==> config.mk <==
export PLATFORM = sky130hd
export DESIGN_NAME = instr_fetch_unit
export DESIGN_NICKNAME = d
export VERILOG_FILES = /design/src/rtl/mips32_pkg.sv /design/src/rtl/sync_fifo.sv /design/src/rtl/instr_fetch_unit.sv
export SDC_FILE = /design/constraint.sdc
export NUM_CORES = 1
export LEC_CHECK = 0
export CORE_UTILIZATION = 40
export DETAILED_ROUTE_END_ITERATION = 16
export SYNTH_ARGS = -nofsm -noshare
export SYNTH_HDL_FRONTEND = slang
export SYNTH_SLANG_ARGS = --single-unit
==> constraint.sdc <==
create_clock -name clk -period 9 [get_ports clk]
set_clock_uncertainty 0.1 [all_clocks]
set_input_delay 1.35 -clock clk [delete_from_list [all_inputs] [get_ports clk]]
set_output_delay 1.35 -clock clk [all_outputs]
set_load 0.1 [all_outputs]
==> src/rtl/mips32_pkg.sv <==
`default_nettype none
// ============================================================================
// Module  : mips32_pkg
// Brief   : Shared MIPS32 constants, fetch entry layout and alignment helper.
// Revision: 1.0 - initial release
// ============================================================================
package mips32_pkg;

  localparam int              XLEN             = 32;
  localparam logic [XLEN-1:0] RESET_PC_DEFAULT = 32'h0000_0000;
  localparam logic [XLEN-1:0] NOP              = 32'h0000_0000;
  localparam logic [XLEN-1:0] INSTR_BYTES      = 32'd4;

  typedef struct packed {
    logic [XLEN-1:0] instr;
    logic [XLEN-1:0] pc;
  } fetch_entry_t;

  function automatic logic [XLEN-1:0] word_align(input logic [XLEN-1:0] addr);
    return addr & ~(INSTR_BYTES - 32'd1);
  endfunction

endpackage
`default_nettype wire

==> src/rtl/sync_fifo.sv <==
`default_nettype none
// ============================================================================
// Module  : sync_fifo
// Brief   : Synchronous FIFO with flush, occupancy count and registered head.
// Revision: 1.0 - initial release
// ============================================================================
module sync_fifo
  import mips32_pkg::*;
#(
  parameter int WIDTH = 64,
  parameter int DEPTH = 4
) (
  input  logic                     clk,
  input  logic                     reset,
  input  logic                     flush,
  input  logic                     push,
  input  logic [WIDTH-1:0]         push_data,
  input  logic                     pop,
  output logic [$clog2(DEPTH):0]   count,
  output logic [WIDTH-1:0]         head
);

  localparam int c_ptr_w = $clog2(DEPTH);
  localparam int c_cnt_w = c_ptr_w + 1;

  logic [WIDTH-1:0]   r_mem [DEPTH];
  logic [c_ptr_w-1:0] r_rd_ptr;
  logic [c_ptr_w-1:0] r_wr_ptr;
  logic [c_cnt_w-1:0] r_count;
  logic [WIDTH-1:0]   r_head;
  logic [c_ptr_w-1:0] w_rd_next;

  assign w_rd_next = r_rd_ptr + c_ptr_w'(1);
  assign count     = r_count;
  assign head      = r_head;

  always_ff @(posedge clk) begin
    if (push && !flush) begin
      r_mem[r_wr_ptr] <= push_data;
    end
  end

  // The head register only moves when a new element becomes the head, so it
  // keeps its last value while the FIFO is empty or after a flush.
  always_ff @(posedge clk) begin
    if (reset) begin
      r_rd_ptr <= '0;
      r_wr_ptr <= '0;
      r_count  <= '0;
      r_head   <= '0;
    end else if (flush) begin
      r_rd_ptr <= '0;
      r_wr_ptr <= '0;
      r_count  <= '0;
    end else begin
      if (push) r_wr_ptr <= r_wr_ptr + c_ptr_w'(1);
      if (pop)  r_rd_ptr <= w_rd_next;
      r_count <= r_count + c_cnt_w'(push) - c_cnt_w'(pop);
      if (push && ((r_count == '0) || (pop && (r_count == c_cnt_w'(1))))) begin
        r_head <= push_data;
      end else if (pop && (r_count > c_cnt_w'(1))) begin
        r_head <= r_mem[w_rd_next];
      end
    end
  end

endmodule
`default_nettype wire

==> src/rtl/instr_fetch_unit.sv <==
`default_nettype none
// ============================================================================
// Module  : instr_fetch_unit
// Brief   : Credit-limited instruction fetch with redirect flush and drop.
// Revision: 1.0 - initial release
// ============================================================================
module instr_fetch_unit
  import mips32_pkg::*;
#(
  parameter int          DEPTH    = 4,
  parameter logic [31:0] RESET_PC = RESET_PC_DEFAULT
) (
  input  logic        clk,
  input  logic        reset,
  input  logic        redirect_valid,
  input  logic [31:0] redirect_pc,
  output logic        imem_req_valid,
  input  logic        imem_req_ready,
  output logic [31:0] imem_req_addr,
  input  logic        imem_rsp_valid,
  input  logic [31:0] imem_rsp_data,
  output logic        if_valid,
  input  logic        if_ready,
  output logic [31:0] if_instr,
  output logic [31:0] if_pc,
  output logic [31:0] if_pc_plus4
);

  localparam int                 c_cnt_w = $clog2(DEPTH) + 1;
  localparam logic [c_cnt_w:0]   c_depth = (c_cnt_w + 1)'(DEPTH);

  logic [31:0]        r_fetch_pc;
  logic [31:0]        r_rsp_pc;
  logic [c_cnt_w-1:0] r_outstanding;
  logic [c_cnt_w-1:0] r_drop_cnt;
  logic               r_reset_q;
  logic               r_has_head;

  logic [c_cnt_w-1:0] w_fifo_count;
  fetch_entry_t       w_head;
  fetch_entry_t       w_push_entry;
  logic [c_cnt_w:0]   w_in_flight;
  logic               w_rsp_ok;
  logic               w_req_fire;
  logic               w_push;
  logic               w_pop;
  logic [31:0]        w_redirect_target;
  logic [c_cnt_w-1:0] w_out_after_rsp;

  assign w_in_flight       = {1'b0, r_outstanding} + {1'b0, w_fifo_count};
  assign w_rsp_ok          = imem_rsp_valid && (r_outstanding != '0);
  assign w_req_fire        = imem_req_valid && imem_req_ready;
  assign w_push            = w_rsp_ok && (r_drop_cnt == '0) && !redirect_valid;
  assign w_pop             = if_valid && if_ready;
  assign w_redirect_target = word_align(redirect_pc);
  assign w_out_after_rsp   = r_outstanding - c_cnt_w'(w_rsp_ok);
  assign w_push_entry      = '{instr: imem_rsp_data, pc: r_rsp_pc};

  assign imem_req_valid = !r_reset_q && !redirect_valid && (w_in_flight < c_depth);
  assign imem_req_addr  = r_fetch_pc;
  assign if_valid       = (w_fifo_count != '0) && !redirect_valid;
  assign if_instr       = w_head.instr;
  assign if_pc          = w_head.pc;
  assign if_pc_plus4    = r_has_head ? (w_head.pc + INSTR_BYTES) : '0;

  // On redirect every request still in flight after this cycle becomes a
  // drop; earlier pending drops are already part of that in-flight total.
  always_ff @(posedge clk) begin
    if (reset) begin
      r_fetch_pc    <= RESET_PC;
      r_rsp_pc      <= RESET_PC;
      r_outstanding <= '0;
      r_drop_cnt    <= '0;
      r_reset_q     <= 1'b1;
      r_has_head    <= 1'b0;
    end else begin
      r_reset_q <= 1'b0;
      if (w_push) r_has_head <= 1'b1;
      if (redirect_valid) begin
        r_fetch_pc    <= w_redirect_target;
        r_rsp_pc      <= w_redirect_target;
        r_outstanding <= w_out_after_rsp;
        r_drop_cnt    <= w_out_after_rsp;
      end else begin
        if (w_req_fire) r_fetch_pc <= r_fetch_pc + INSTR_BYTES;
        r_outstanding <= w_out_after_rsp + c_cnt_w'(w_req_fire);
        if (w_rsp_ok) begin
          if (r_drop_cnt != '0) r_drop_cnt <= r_drop_cnt - c_cnt_w'(1);
          else                  r_rsp_pc   <= r_rsp_pc + INSTR_BYTES;
        end
      end
    end
  end

  sync_fifo #(
    .WIDTH (64),
    .DEPTH (DEPTH)
  ) u_fifo (
    .clk       (clk),
    .reset     (reset),
    .flush     (redirect_valid),
    .push      (w_push),
    .push_data (w_push_entry),
    .pop       (w_pop),
    .count     (w_fifo_count),
    .head      (w_head)
  );

endmodule
`default_nettype wire

**Word level (Yosys, flattened, before mapping)**

Memories as Yosys holds them, arrays and structs flattened.
Index checks and enable logic that the tools add are counted.

- Bits in registers: 143
- Latch bits: 0
- RAM bits: 256
- Memory bits (read-only): 0
- Bits of input ports: 70
- Output and inout port bits: 130
- Logic and storage cells: 74
- Memories kept: 1

- $add $sub $neg: 11
- Multiply operators: 0
- Div/mod/pow operators: 0
- Magnitude comparators: 2
- Equal/unequal tests: 2
- Shift-type cells: 0
- Muxes and demuxes: 15
- Bitwise operators: 2
- Reductions and logical operators: 29

Memories:

| name | depth | width | read ports | clocked after memory_dff | wr ports | RTL line | source |
|---|---|---|---|---|---|---|---|
| u_fifo.r_mem | 4 | 64 | 1 | 0 | 1 | sync_fifo.sv:26 | `logic [WIDTH-1:0] r_mem [DEPTH];` |

Operators by type and width:

| cell | number |
|---|---|
| 32-bit two-way mux | 6 |
| 64-bit two-way mux | 2 |
| 32-bit by 3-bit adder with 32-bit output, second input constant | 3 |
| 1-bit logical AND | 12 |
| 3-bit two-way mux | 4 |
| 3-bit nonzero test | 3 |
| 2-bit AND reduction | 4 |
| 2-bit nonzero test | 4 |
| 3-bit by 1-bit adder with 3-bit output | 2 |
| 3-bit zero test | 2 |
| 3-bit by 1-bit subtractor with 3-bit output | 2 |
| 2-bit by 1-bit adder with 2-bit output, second input constant | 2 |
| 3-bit by 3-bit adder with 4-bit output | 1 |
| 4-bit by 3-bit less-than comparator with 1-bit output, second input constant | 1 |
| 3-bit by 1-bit equality test with 1-bit output, second input constant | 1 |
| 3-bit by 1-bit > comparator with 1-bit output, second input constant | 1 |
| 1-bit two-way mux | 3 |
| 3-bit by 1-bit subtractor with 3-bit output, second input constant | 1 |
| 1-bit zero test | 2 |
| 2-bit inequality test, second input constant | 1 |
| 1-bit NOT | 2 |
| 2-bit OR reduction | 1 |
| 1-bit logical OR | 1 |

**Depth between registers and ports, before layout**

Gate-level depths: netlist (run 1).

- Depth in word-level cells: 8
- Mapped depth: 11
- Mapped depth without buffers: 11

**Modules after synthesis**

From an unflattened synthesis (run 1), not the netlist that was laid out.

- Cells, all modules: 1348
- Area, all modules: 17626.9 µm²

By module, submodules not included:

| module | times used | cells each | area an instance (µm²) | sequential area each (µm²) |
|---|---|---|---|---|
| sync_fifo | 1 | 749 | 13067.5 | 9108.7 |
| instr_fetch_unit | 1 | 599 | 4559.4 | 1361.3 |

**Worst setup path after synthesis (run 1)**

No wires, ideal clock.

- Path type: register to output
- From: register u_fifo.r_head[2], in the netlist u_fifo.head[2]
- To: output port if_pc_plus4[18]
- Arrival: 4.512 ns
- Required time: 7.550 ns
- Slack: 3.038 ns
- Stages on the path, launching flop included: 6
- Buffers on the path: 0
- Cells stage by stage: dfxtp_1 -> ha_1 -> and4_1 -> nand4_1 -> or3_1 -> a21boi_0

- Word-level cells in the longest chain between the ends: 2

Ends and longest elaborated chain:

| element | RTL line | source |
|---|---|---|
| from (decl) | sync_fifo.sv:30 | `logic [WIDTH-1:0] r_head;` |
| from (signal assigned) | sync_fifo.sv:60 | `r_head <= push_data;` |
| from (signal assigned) | sync_fifo.sv:62 | `r_head <= r_mem[w_rd_next];` |
| 32-bit by 3-bit adder with 32-bit output | instr_fetch_unit.sv:64 | `assign if_pc_plus4 = r_has_head ? (w_head.pc + INSTR_BYTES) : '0;` |
| 32-bit two-way mux | instr_fetch_unit.sv:64 |  |
| to (decl) | instr_fetch_unit.sv:26 | `output logic [31:0] if_pc_plus4` |

No other way between the ends.

**Worst setup path after layout (run 1)**

- From: register u_fifo.r_head[2], in the netlist u_fifo.head[2]
- To: output port if_pc_plus4[30]

Same word-level chain as after synthesis.

==> results of run 1 <==
==> layout make-up <==
cell class,count,share of cell area
clock buffer,56,0.0574
clock inverter,19,0.00663
inverter,27,0.00507
multi-input combinational,766,0.287
sequential,385,0.510
tap,525,0.0329
timing repair buffer,206,0.101
==> stage by stage <==
stage / total power (µW) / cell area, µm² / worst slack [ns]
final: 4380 / 20000 / 3.48
after global routing: 4560 / 20000 / 3.20
after CTS: 4430 / 20000 / 3.39
after detailed placement: 2830 / 18700 / 3.44
after global placement: 2820 / 18700 / 3.44
after floorplan: 2600 / 16300 / 3.04
==> kinds of logic after synthesis <==
| family | after synthesis | synth area share |
|---|---|---|
| DFF | 385 | 0.625 |
| and+or+nand+nor | 365 | 0.113 |
| AOI/OAI and AO/OA | 246 | 0.0974 |
| buffers and inverters | 104 | 0.0265 |
| muxes | 67 | 0.0889 |
| xor gates and xnor gates | 62 | 0.0333 |
| adders and majority gates | 20 | 0.0158 |
| other | 1 | 0.000230 |
==> critical path: stages (launching register included) <==
cell,delay (ns)
dfxtp_1,0.47
ha_1,0.25
and4_1,0.33
nand4_1,0.45
nor4_1,0.52
xor2_1,0.21
and2_1,0.16
clkdlybuf4s50_1,1.15
==> report_power, final <==
| group | total (µW) | switching (µW) | internal (µW) |
|---|---|---|---|
| clock | 1600 | 675 | 924 |
| sequential | 2080 | 90.4 | 1990 |
| combinational | 706 | 513 | 193 |
| total | 4380 | 1280 | 3110 |
==> final timing paths <==
kind,from,to,depth (start not counted)
setup reg to reg,r_outstanding[2],imem_req_addr[23],8
setup / recovery,u_fifo.head[2],if_pc_plus4[30],7
hold reg to reg,u_fifo.head[45],u_fifo.head[45],2
hold / removal,u_fifo.head[45],u_fifo.head[45],2
==> cells in the final DEF, fill, tap and decap left out, types with 4 or more instances in the layout <==
cell type and n:
a211oi_1 18, a21boi_0 16, a21oi_1 80, a22oi_1 63, a31oi_1 20, and2_1 29, and2_2 5, and3_1 12
and4_1 9, buf_4 16, clkbuf_1 9, clkbuf_16 42, clkbuf_8 4, clkdlybuf4s50_1 190, clkinv_1 7, clkinv_2 7
conb_1 6, dfxtp_1 135, edfxtp_1 248, ha_1 19, inv_1 25, mux4_2 62, nand2_1 126, nand3_1 36
nand4_1 34, nor2_1 53, nor3_1 19, nor4_1 10, o211ai_1 6, o21a_1 10, o21ai_0 19, o31a_1 6
or3_1 12, xnor2_1 26, xor2_1 36
==> sequential cells by signal, indices dropped and copies added (netlist names), 2 cells and up <==
register and count:
u_fifo.r_rd_ptr 2, u_fifo.r_mem 248, r_rsp_pc 30, u_fifo.count 3
imem_req_addr 30, r_outstanding 3, u_fifo.head 62, r_drop_cnt 3
u_fifo.r_wr_ptr 2
==> layer usage <==
layer	track usage	up-vias
met5	0	-
met4	0.0424	0
met3	0.0300	42
met2	0.301	346
met1	0.285	5436
li1	-	5105
==> impl_metrics.py, run 1 <==
metrics = {
    "final_layout": {
        "antenna_cells": 0,
        "nFillCells": 3541,
        "fin_util": 0.500,
        "ff_latch_area_um2": 10200,
        "syn_to_final_growth_pct": 22.6,
        "layout.cells.non_filler": 1984,
        "layout-drive-gt1-share": 0.108,
        "final_nets": 1517,
        "multi_input_area_um2": 5730,
    },
    "timing": {
        "hold_viol_final": 0,
        "fin_hold_ws_ns": 0.348,
        "setup_tns_ns": 0,
        "fmax_mhz": 181,
        "slew_violations": 0,
        "post-route-period-util": 0.613,
        "relSlewSlack": 0.220,
        "period_needed_ns": 5.52,
        "rsz0062_at_grt": "false",
        "worst_slew_pin_slew_ns": 1.17,
        "finalSetupViolCount": 0,
    },
    "cts": {
        "htree_levels": 2,
        "clk_latency_ns": 0.53,
        "hold_buffers": 0,
        "postCtsSetupRepairBufs": 0,
        "ctsLongestPathBuffers": 3,
        "root_buffer": "clkbuf_16",
        "ctsResizeCount": 0,
        "cts_sinks": 385,
        "clk_pin_slew_ns": 0.06,
        "cts_buffers": 41,
        "cts_tree": "yes",
    },
    "setup_path": {
        "cp-start-kind": "flip-flop",
        "path_class": "reg -> out",
        "reg2reg_slack_ns": 6.19,
        "cp-end-kind": "primary output",
        "crit_fanout": 10,
        "required_ns": 7.55,
        "worst_ep_arrival_time_ns": 4.07,
    },
    "routing": {
        "wl_met3_mm": 2.52,
        "drc": 0,
        "route.top_layer_used": "met4",
        "vias": 10900,
        "ant_nets": 0,
        "route.met2.wl_mm": 18.4,
        "drt-total-wl_mm": 40.3,
        "first_iter_violations": 776,
        "wl_met1_mm": 18.8,
        "first_pass_iters": 5,
        "post_drt_wl_per_cell_um": 20.3,
        "viasPerCell": 5.51,
    },
    "die": {
        "die_area_um2": 41600,
        "die_y_um": 204,
        "design.core.area_um2": 40000,
        "placementRows": 73,
        "start_util": 0.408,
        "pin_count": 200,
        "die_w_um": 204,
    },
    "power_and_ir_drop": {
        "ir_drop_mv": 0.113,
        "p_per_area_nw_per_um2": 219,
        "p_leak_uw": 0.00634,
    },
    "status": {
        "status": "complete, no violations",
    },
    "place": {
        "gp_congestion": 0.828,
        "dpl.hpwl_mm": 23.8,
        "dp_cells": 1909,
        "port-buffer-count": 191,
    },
    "grt": {
        "grt_remaining_overflow": 0,
        "antenna_found_initial": 0,
        "grt_usage": 0.194,
        "grt_pass1_vias": 10700,
        "grt_pass1_wl_mm": 62.5,
        "grt_max_degree": 78,
    },
    "logic_synthesis": {
        "syn_avg_cell_area_um2": 13.0,
        "synthFlopType": "edfxtp_1",
        "synth.top_cells.by_area": "edfxtp_1 46%, dfxtp_1 17%, mux4_2 8.6%",
        "yosysUniqueCellTypes": 51,
        "syn_inst": 1250,
        "synth_top_cell_area_share": 0.457,
        "async_flop_share": 0,
        "ys_warn_count": 0,
        "synth_edf_count": 248,
        "synthTopCellsByCount": "248 x edfxtp_1, 137 x dfxtp_1, 126 x nand2_1",
        "netlist_area_um2": 16300,
        "yosysSeqAreaShare": 0.625,
        "post-synth-top-count-cell": "edfxtp_1",
        "synth_seq_cells": 385,
        "yosys.area.top_type": "edfxtp_1",
    },
    "worst_hold_path": {
        "min_path_type": "reg -> reg",
    },
    "job": {
        "maxCapViolCount": 0,
    },
}
Power figures use the tool's default switching activity.
==> inputs of run 2 (changes only) <==
==> constraint.sdc (replaced) <==
create_clock -name clk -period 5.7 [get_ports clk]
set_clock_uncertainty 0.1 [all_clocks]
set_input_delay 0.855 -clock clk [delete_from_list [all_inputs] [get_ports clk]]
set_output_delay 0.855 -clock clk [all_outputs]
set_load 0.1 [all_outputs]
==> run 2 against run 1 <==
Via count down 0.18%. Clock-buffer cell count grew 5. Register-to-register slack worse by 3.3 ns. Worst setup slack lost 2.7 ns. Sequential share of layout area fell by 0.32 points. Critical path type unchanged. Critical endpoint unchanged.
==> impl_metrics.py, run 2 (synthesized netlist as in run 1, its figures left out) <==
metrics = {
    "status": {
        "status": "complete, no violations",
    },
    "cts": {
        "cts_buffers": 43,
        "htree_levels": 2,
        "clk_pin_slew_ns": 0.06,
        "cts_sinks": 385,
        "postCtsSetupRepairBufs": 0,
        "ctsResizeCount": 0,
        "hold_buffers": 0,
        "ctsLongestPathBuffers": 3,
        "root_buffer": "clkbuf_16",
        "clk_latency_ns": 0.53,
        "cts_tree": "yes",
    },
    "final_layout": {
        "largest-register": "u_fifo.r_mem",
        "layout_common_cells": "248 x edfxtp_1, 188 x clkdlybuf4s50_1, 135 x dfxtp_1",
        "nFillCells": 3505,
        "antenna_cells": 0,
        "largest_reg_flops": 248,
        "layout-drive-gt1-share": 0.110,
        "syn_to_final_growth_pct": 23.4,
        "mostFrequentLayoutCell": "edfxtp_1",
        "final_nets": 1524,
    },
    "timing": {
        "setup_ws_ns": 0.770,
        "period_needed_ns": 4.93,
        "fmax_mhz": 203,
        "worst_slew_pin_slew_ns": 1.06,
        "hold_viol_final": 0,
        "relSlewSlack": 0.289,
        "setup_tns_ns": 0,
        "finalSetupViolCount": 0,
        "slew_violations": 0,
        "post-route-period-util": 0.865,
        "rsz0062_at_grt": "false",
    },
    "routing": {
        "drt-total-wl_mm": 40.1,
        "ant_nets": 0,
        "first_iter_violations": 725,
        "first_pass_iters": 5,
        "drc": 0,
        "viasPerCell": 5.48,
        "vias": 10900,
        "post_drt_wl_per_cell_um": 20.2,
    },
    "die": {
        "placementRows": 73,
        "pin_count": 200,
        "start_util": 0.408,
        "die_y_um": 204,
        "die_w_um": 204,
        "die_area_um2": 41600,
        "design.core.area_um2": 40000,
    },
    "place": {
        "dpl.hpwl_mm": 25.3,
        "port-buffer-count": 191,
        "pre_cts_slack_ns": 1.27,
        "gp_congestion": 0.831,
    },
    "grt": {
        "met1_usage": 0.284,
        "busiest_layer": "met2",
        "grt_pass1_wl_mm": 62.3,
        "grt_max_degree": 77,
        "met3_usage": 0.0303,
        "antenna_found_initial": 0,
        "grt_usage": 0.194,
        "grt_remaining_overflow": 0,
        "grt_use_met2": 0.301,
        "grt_pass1_vias": 10700,
    },
    "setup_path": {
        "path_class": "reg -> out",
        "cp-end-kind": "primary output",
        "worst_ep_arrival_time_ns": 3.98,
        "cp_num_buf_inv": 1,
        "cp_slowest_cell": "clkdlybuf4s50_1",
        "required_ns": 4.74,
        "reg2reg_slack_ns": 2.86,
        "cp-start-kind": "flip-flop",
        "max_stage_delay_ns": 1.16,
        "crit_fanout": 10,
        "cpLargestDelayFamily": "simple AND/OR/NAND/NOR gates",
        "path_cells": "ha_1 > and4_1 > nand4_1 > nor4_1 > xor2_1 > and2_1 > clkdlybuf4s50_1",
    },
    "power_and_ir_drop": {
        "p_leak_uw": 0.00640,
        "p_per_area_nw_per_um2": 350,
        "ir_drop_mv": 0.181,
    },
    "worst_hold_path": {
        "min_path_type": "reg -> reg",
    },
    "job": {
        "maxCapViolCount": 0,
    },
}
-- run 2: cell types whose count changed in the layout (fill, tap and decap cells not counted) --
| cell | before | now |
|---|---|---|
| clkbuf_4 | 1 | 0 |
| clkdlybuf4s50_1 | 190 | 188 |
| clkbuf_8 | 4 | 3 |
| bufinv_16 | 1 | 3 |
| inv_6 | 0 | 2 |
| clkinv_8 | 1 | 0 |
| clkinv_2 | 7 | 5 |
| clkinvlp_4 | 1 | 0 |
| buf_12 | 0 | 4 |
| clkinv_1 | 7 | 5 |
| clkbuf_16 | 42 | 43 |
| buf_4 | 16 | 19 |
| clkbuf_1 | 9 | 15 |
| clkinv_4 | 2 | 0 |
-- run 2: cell type report --
| type | instances | area [µm²] | area share |
|---|---|---|---|
| inverters | 27 | 101 | 0.00504 |
| clock buffers | 61 | 1170 | 0.0583 |
| multi-input cells | 766 | 5730 | 0.285 |
| repair buffers | 211 | 2100 | 0.105 |
| clock inverters | 15 | 151 | 0.00753 |
| flip-flops and latches | 385 | 10200 | 0.507 |
| well taps | 525 | 657 | 0.0327 |
-- run 2: path summary, 6_finish.rpt --
kind,cells past startpoint,endpoint,from
worst min register to register,2,u_fifo.head[39],u_fifo.head[39]
worst min-delay path,2,u_fifo.head[39],u_fifo.head[39]
worst max-delay path,7,if_pc_plus4[30],u_fifo.head[2]
worst max register to register,8,imem_req_addr[23],r_outstanding[2]
-- run 2: power by group --
part	leakage, µW	switching, µW	total [µW]	internal (µW)
clock network	0.000648	1070	2630	1570
logic	0.00238	809	1120	312
registers	0.00337	140	3280	3140
-- run 2: worst min-delay path, stage by stage, from the launching register on --
cell,delay [ns]
dfxtp_1,0.30
nand2_1,0.05
a21oi_1,0.05
-- run 2: per-layer routing --
metal	vias to the layer above	wire length, µm	share of wire
li1	5109	-	-
met1	5420	18700	0.47
met2	334	18500	0.46
met3	46	2250	0.056
met4	0	652	0.016
met5	-	0	0
-- run 2: metrics by stage --
step	util	hold WS, ns	power, µW	cell area [µm²]	instances
2_1_floorplan	-	0.355	4110	16300	1255
3_3_place_gp	0.470	0.338	4450	18800	1914
3_5_place_dp	0.470	0.345	4470	18800	1914
4_1_cts	0.503	0.350	7110	20100	1990
5_1_grt	0.503	0.363	7320	20100	1990
6_report	0.503	0.349	7040	20100	1990
==> inputs of run 3 (changes only) <==
--- a/config.mk
+++ b/config.mk
@@ -5,8 +5,9 @@
 export SDC_FILE = /design/constraint.sdc
 export NUM_CORES = 1
 export LEC_CHECK = 0
-export CORE_UTILIZATION = 40
+export CORE_UTILIZATION = 56
 export DETAILED_ROUTE_END_ITERATION = 16
+export PLACE_DENSITY = 0.8
 export SYNTH_ARGS = -nofsm -noshare
 export SYNTH_HDL_FRONTEND = slang
 export SYNTH_SLANG_ARGS = --single-unit
==> constraint.sdc (replaced) <==
create_clock -name clk -period 4.8 [get_ports clk]
set_clock_uncertainty 0.1 [all_clocks]
set_input_delay 0.72 -clock clk [delete_from_list [all_inputs] [get_ports clk]]
set_output_delay 0.72 -clock clk [all_outputs]
set_load 0.1 [all_outputs]
==> run 3 against run 2 <==
Sequential power up 19%. Hold slack about the same. Worst setup slack lost 0.085 ns. Utilization increased by 19 points. Power up 18%. First-iteration DRC count is 34% higher. Via count grew 3.5%. Largest cell class unchanged.
==> impl_metrics.py, run 3 (synthesized netlist as in run 1, its figures left out) <==
metrics = {
    "grt": {
        "grt_pass1_vias": 11200,
        "grt_pass1_wl_mm": 61.3,
        "grt_max_degree": 77,
        "grt_remaining_overflow": 0,
        "grt_usage": 0.261,
        "antenna_found_initial": 0,
    },
    "die": {
        "design.core.area_um2": 28700,
        "die_w_um": 173,
        "placementRows": 62,
        "start_util": 0.568,
        "die_area_um2": 29800,
        "die_y_um": 173,
        "pin_count": 200,
    },
    "cts": {
        "postCtsSetupRepairBufs": 0,
        "cts_tree": "yes",
        "hold_buffers": 0,
        "clk_latency_ns": 0.52,
        "root_buffer": "clkbuf_16",
        "ctsResizeCount": 0,
        "cts_sinks": 385,
        "cts_buffers": 38,
        "clk_pin_slew_ns": 0.06,
        "htree_levels": 2,
        "ctsLongestPathBuffers": 3,
    },
    "final_layout": {
        "largest-register": "u_fifo.r_mem",
        "nFillCells": 1931,
        "layout_common_cells": "248 x edfxtp_1, 168 x clkdlybuf4s50_1, 135 x dfxtp_1",
        "finalInstanceArea_um2": 19900,
        "antenna_cells": 0,
        "largest_reg_flops": 248,
        "syn_to_final_growth_pct": 21.9,
        "final_nets": 1520,
        "mostFrequentLayoutCell": "edfxtp_1",
        "layout-drive-gt1-share": 0.123,
    },
    "routing": {
        "post_drt_wl_per_cell_um": 21.1,
        "viasPerCell": 6.13,
        "drc": 0,
        "vias": 11300,
        "ant_nets": 0,
        "drt-total-wl_mm": 38.9,
        "first_iter_violations": 972,
        "first_pass_iters": 5,
    },
    "setup_path": {
        "path_cells": "and4_1 > nand4_1 > xnor2_1 > and2_1 > clkdlybuf4s50_1",
        "path_class": "reg -> out",
        "cp-start-kind": "flip-flop",
        "required_ns": 3.98,
        "cp_slowest_cell": "clkdlybuf4s50_1",
        "max_stage_delay_ns": 1.13,
        "crit_path_start": "u_fifo.head[7]",
        "reg2reg_depth": 8,
        "reg2reg_slack_ns": 1.96,
        "worst_ep_arrival_time_ns": 3.30,
        "crit_fanout": 11,
        "reg2reg_from": "r_outstanding[2]",
        "cp-end-kind": "primary output",
        "rr_endpoint": "imem_req_addr[21]",
    },
    "timing": {
        "fmax_mhz": 243,
        "finalSetupViolCount": 0,
        "post-route-period-util": 0.857,
        "setup_ws_ns": 0.685,
        "setup_tns_ns": 0,
        "relSlewSlack": 0.278,
        "period_needed_ns": 4.12,
        "worst_slew_pin_slew_ns": 1.08,
        "rsz0062_at_grt": "false",
        "hold_viol_final": 0,
        "fin_hold_ws_ns": 0.350,
        "slew_violations": 0,
    },
    "power_and_ir_drop": {
        "p_leak_uw": 0.00644,
        "p_per_area_nw_per_um2": 418,
        "ir_drop_mv": 0.239,
    },
    "worst_hold_path": {
        "min_path_type": "reg -> reg",
        "min_from": "u_fifo.head[45]",
        "hold_end": "u_fifo.head[45]",
        "holdPathStages": 2,
    },
    "place": {
        "dpl_cell_area_um2": 18600,
        "port-buffer-count": 191,
        "dpl.hpwl_mm": 24.1,
        "gp_congestion": 0.871,
        "pre_cts_slack_ns": 1.24,
    },
    "status": {
        "status": "complete, no violations",
    },
    "job": {
        "maxCapViolCount": 0,
    },
}
run 3: worst max-delay path: cells and delay by family, from the launching register on:
kind          cells  cell delay [ns]
xor+xnor          1             0.30
simple gates      3             0.90
flops             1             0.44
buf+inv           1             1.13
run 3: power breakdown:
group | total, µW | switching [µW] | internal (µW)
clock network | 3060 | 1190 | 1870
registers | 3890 | 160 | 3730
logic | 1360 | 981 | 376
run 3: per-layer routing:
metal / share of wire / track usage
met1: 0.42 / 0.371
met4: 0.020 / 0.0755
met5: 0 / 0
met2: 0.48 / 0.425
met3: 0.079 / 0.0350
run 3: cell type report:
type	instances	area (µm²)	share of cell area
sequential	385	10200	0.513
multi-input combinational	766	5730	0.289
timing repair buffer	212	2060	0.104
clock buffer	51	1090	0.0550
tap	384	480	0.0242
clock inverter	19	208	0.0105
inverter	27	101	0.00510
run 3: how the worst max path moves through the flow:
stage / to / slack (ns)
after floorplan: if_pc_plus4[31] / 0.15
after global placement: if_pc_plus4[11] / 1.26
after detailed placement: if_pc_plus4[11] / 1.24
after CTS: if_pc_plus4[11] / 0.68
after global routing: if_pc_plus4[11] / 0.53
final: if_pc_plus4[11] / 0.68
run 3: through the flow:
stage | power, µW | util | std cells
CTS | 8330 | 0.692 | 1844
global placement | 5260 | 0.647 | 1774
detailed placement | 5300 | 0.647 | 1774
global route | 8570 | 0.692 | 1844
finish | 8300 | 0.692 | 1844
floorplan | 4880 | - | 1255
